`config.mk`:
```
export PLATFORM = sky130hd
export DESIGN_NAME = sync_multi
export DESIGN_NICKNAME = d
export VERILOG_FILES = /design/src/rtl/sync_multi.sv
export SDC_FILE = /design/constraint.sdc
export NUM_CORES = 1
export LEC_CHECK = 0
export BUFFER_PORTS_ARGS = -buffer_cell sky130_fd_sc_hd__buf_2
export CAP_MARGIN = 10
export CORE_ASPECT_RATIO = 1.2
export CORE_UTILIZATION = 45
export DETAILED_ROUTE_END_ITERATION = 12
export PLACE_DENSITY = 0.69
export RECOVER_POWER = 25
export SLEW_MARGIN = 25
export SYNTH_ARGS = -nofsm -noshare
export SYNTH_HDL_FRONTEND = slang
export SYNTH_SLANG_ARGS = --single-unit
```
`constraint.sdc`:
```
create_clock -name clk -period 2.4 [get_ports clk]
set_input_delay 0.24 -clock clk [delete_from_list [all_inputs] [get_ports clk]]
set_output_delay 0.24 -clock clk [all_outputs]
set_load 0.01 [all_outputs]
```
`src/rtl/sync_multi.sv`:
```
// -----------------------------------------------------------------------------
// sync_multi
//   Multi-channel pending/select handshake synchroniser. Each channel waits for
//   a request level (pending), then for the start of the next complete bus slot
//   (select). On that slot it issues one strobe clock and then holds done until
//   the requester drops pending. A per-channel watchdog moves a channel to an
//   error state if no slot arrives within TIMEOUT clocks.
//
// Handshake: pending is a level held by the requester for the whole
//   transaction. strobe is combinational (select & PENDING) and lasts exactly
//   one clock. done/error are decodes of registered state and stay high until
//   pending falls. Dropping pending returns the channel to IDLE on the next
//   edge from any state.
//
// Ports:
//   clk      in   system clock, rising edge
//   reset    in   synchronous, active-high reset
//   pending  in   [CHANNELS] per-channel request level
//   select   in   [CHANNELS] per-channel bus-slot indicator
//   strobe   out  [CHANNELS] per-channel one-clock access strobe
//   done     out  [CHANNELS] per-channel completion level
//   error    out  [CHANNELS] per-channel watchdog timeout level
//   busy     out  high while any channel is in PENDING
// -----------------------------------------------------------------------------
module sync_multi #(
  parameter int CHANNELS      = 4,
  parameter int TIMEOUT_WIDTH = 8,
  parameter int TIMEOUT       = 200
) (
  input  logic                clk,
  input  logic                reset,
  input  logic [CHANNELS-1:0] pending,
  input  logic [CHANNELS-1:0] select,
  output logic [CHANNELS-1:0] strobe,
  output logic [CHANNELS-1:0] done,
  output logic [CHANNELS-1:0] error,
  output logic                busy
);

  typedef enum logic [1:0] {
    ST_IDLE    = 2'd0,
    ST_PENDING = 2'd1,
    ST_DONE    = 2'd2,
    ST_ERROR   = 2'd3
  } state_e;

  // Counter value on which the watchdog fires (value before the TIMEOUT-th
  // edge after entering PENDING). Meaningless when TIMEOUT is 0; guarded below.
  localparam logic [TIMEOUT_WIDTH-1:0] CNT_LAST = TIMEOUT_WIDTH'(TIMEOUT - 1);
  localparam logic [TIMEOUT_WIDTH-1:0] CNT_MAX  = '1;
  localparam logic                     WD_ON    = (TIMEOUT != 0);

  logic [CHANNELS-1:0] in_pending;

  for (genvar i = 0; i < CHANNELS; i++) begin : g_ch
    state_e                   state_q, state_d;
    logic [TIMEOUT_WIDTH-1:0] cnt_q, cnt_d;

    always_comb begin
      state_d = state_q;
      cnt_d   = cnt_q;
      if (!pending[i]) begin
        state_d = ST_IDLE;
      end else begin
        case (state_q)
          ST_IDLE: begin
            // Never start mid-slot: only arm once select is low.
            if (!select[i]) begin
              state_d = ST_PENDING;
              cnt_d   = '0;
            end
          end
          ST_PENDING: begin
            // A slot arriving on the timeout edge still completes normally.
            if (select[i]) begin
              state_d = ST_DONE;
            end else if (WD_ON && (cnt_q == CNT_LAST)) begin
              state_d = ST_ERROR;
            end else if (cnt_q != CNT_MAX) begin
              cnt_d = cnt_q + TIMEOUT_WIDTH'(1);
            end
          end
          ST_DONE:  state_d = ST_DONE;
          ST_ERROR: state_d = ST_ERROR;
          default:  state_d = ST_IDLE;
        endcase
      end
    end

    always_ff @(posedge clk) begin
      if (reset) begin
        state_q <= ST_IDLE;
        cnt_q   <= '0;
      end else begin
        state_q <= state_d;
        cnt_q   <= cnt_d;
      end
    end

    assign in_pending[i] = (state_q == ST_PENDING);
    assign strobe[i]     = select[i] & in_pending[i];
    assign done[i]       = (state_q == ST_DONE);
    assign error[i]      = (state_q == ST_ERROR);
  end

  assign busy = |in_pending;

endmodule

```
==> metrics.txt <==
min Tclk post-route 1.89 ns; worst-margin pin slew 1.00 ns; clock sinks 40; Final setup viols 0; antenna-violating nets left 0; layout cells sized above 1 12.0%; WL/cell 13.8 um; # resized after CTS 0; total CTS buffers 5; met2 WL 2400 um; Die Area 5320 um^2; met3 wire len 142 um; FP Rows 27; post-layout util 54.1%; vias in the first global route 1968; Starting Density 48.2%; Synth Flop Type dfxtp_1; synthesized area 2260 um^2; Hold/Removal Path Class in -> reg; routed wire length 5060 um; Top Layer Used met4; Synth Net Count 298; max frequency 0.530 GHz; CTS tree yes; Final Power 1320 uW; H-tree levels 2; Setup Buffers After CTS 0; Iter 0 DRT Violations 123; pin count of the biggest net entering global routing 21; Clk pin slew, worst setup/hold paths 0.08 ns; Sequential Area 801 um^2; DR pass1 iterations 4; skew final 0.00404 ns; sequential share of the synthesized area 35.4%; hold buffers post-CTS 0; status finished clean; RSZ-0062 raised after global routing no; power per standard cell area 520 nW/um^2; Worst setup SP type flop; Synth cell types 49; setup_tns 0 ns; Bufs on Longest Clock Path 2; Antenna Cells 0; P_leak 0.000943 uW; Slew HR 33.1%; die width 66.8 um; Skew-Pair Late Insertion Delay 0.29 ns; Post-synth EDFFs 0; Final Cycle Share 78.7%; chip height 79.7 um; antenna violations before repair 0; Max FO, Critical Path 6; RePlAce Congestion 0.876; io pins 23; DP HPWL 3610 um; Multi-input gate area 1410 um^2; vias per std cell 5.89; total track usage 20.9%; max-slew violations 0; fill count 453; Area growth, synth to finish 12.2%; Async SR Flop Fraction 0%; Layout Nets 324; Port-buffer cells 22; Root Buffer clkbuf_8; syn avg cell area 8.03 um^2; synth warn 0; Worst Setup End Kind flop; Post-route DRC 0; vias post-DR 2161; max-cap viol count 0; Gate Count Post-Synth 282; Arrival @ worst endpoint 2.02 ns; first-pass GRT wire length 8670 um; GR Overflow Total 0; Crit Path Class reg -> reg; area of the core 4700 um^2; Worst EP required 2.54 ns; peak supply drop 0.267 mV; Fin. Hold Viols 0; Synth Register Bits 40; Met1 Wirelength 2450 um
[worst paths after layout]
check                        start                 end  slack, ns  cells past startpoint
hold reg to reg   g_ch[3].cnt_q[7]    g_ch[3].cnt_q[7]       0.49                      1
setup / recovery  g_ch[0].cnt_q[0]    g_ch[0].cnt_q[3]       0.51                      6
setup reg to reg  g_ch[0].cnt_q[0]    g_ch[0].cnt_q[3]       0.51                      6
hold / removal           select[1]  g_ch[1].state_q[0]       0.16                      2
[synthesized netlist by cell type (all sizes together) (9+ instances only)]
master  count  area share [%]
a21oi      23             5.1
and2        9             2.5
dfxtp      40              35
inv        10             1.7
nand2      22             3.6
nand2b      9             2.6
nand3      15             3.3
nor2       31             5.1
o21ai      18             4.0
[cell families after synthesis]
| kind of cell | Yosys count | share of synthesized area [%] |
|---|---|---|
| muxes | 1 | 0.497 |
| DFF | 40 | 35.4 |
| buffers and inverters | 14 | 2.32 |
| and+or+nand+nor | 141 | 34.1 |
| AOI/OAI and AO/OA | 80 | 24.4 |
| adders and majority gates | 6 | 3.31 |
[worst max-delay path: stages (launching register included)]
cell and delay (ns):
dfxtp_1 0.42, ha_1 0.21, nor4b_2 0.35, o2111ai_4 0.21, o21ba_2 0.28, a41oi_1 0.21, nor3_1 0.06
[sequential cells by signal, indices dropped and copies added, names as in the netlist]
register,count
g_ch.cnt_q,32
g_ch.state_q,8
[power breakdown]
group          internal, uW  total, uW  switching (uW)
registers               668        676            7.64
logic                  32.0       89.5            57.5
clock network           308        556             248
total                  1010       1320             313
[cells in the final DEF, fill, tap and decap left out, types with 8 or more instances in the layout]
cell type / count
nand2_1: 22
a21oi_1: 23
nand3_1: 15
dfxtp_1: 40
buf_2: 16
nand2b_1: 8
nor3_1: 8
o211ai_1: 8
nor2_1: 31
inv_1: 10
or3_1: 8
o21ai_0: 17
[stage by stage]
| step | hold WS [ns] | instances | setup slack, ns | cell area (um^2) |
|---|---|---|---|---|
| 2_1_floorplan | 0.337 | 282 | 0.638 | 2260 |
| 3_3_place_gp | 0.459 | 359 | 0.562 | 2440 |
| 3_5_place_dp | 0.467 | 359 | 0.531 | 2440 |
| 4_1_cts | 0.151 | 367 | 0.518 | 2550 |
| 5_1_grt | 0.169 | 367 | 0.374 | 2540 |
| 6_report | 0.161 | 367 | 0.512 | 2540 |
[final cells by class]
cell class / count / area share, %
Clock buffer: 5 / 2.71
Clock inverter: 3 / 1.67
Inverter: 10 / 1.48
Multi-Input combinational cell: 228 / 55.6
Sequential cell: 40 / 31.5
Tap cell: 58 / 2.86
Timing Repair Buffer: 23 / 4.19
[routing by layer]
metal	global-route usage, %	vias to the layer above
met5	0	-
met4	8.30	0
met3	4.29	6
met2	33.4	32
met1	27.1	1024
li1	-	1099
Note: power is estimated with default switching activity, not from simulation.
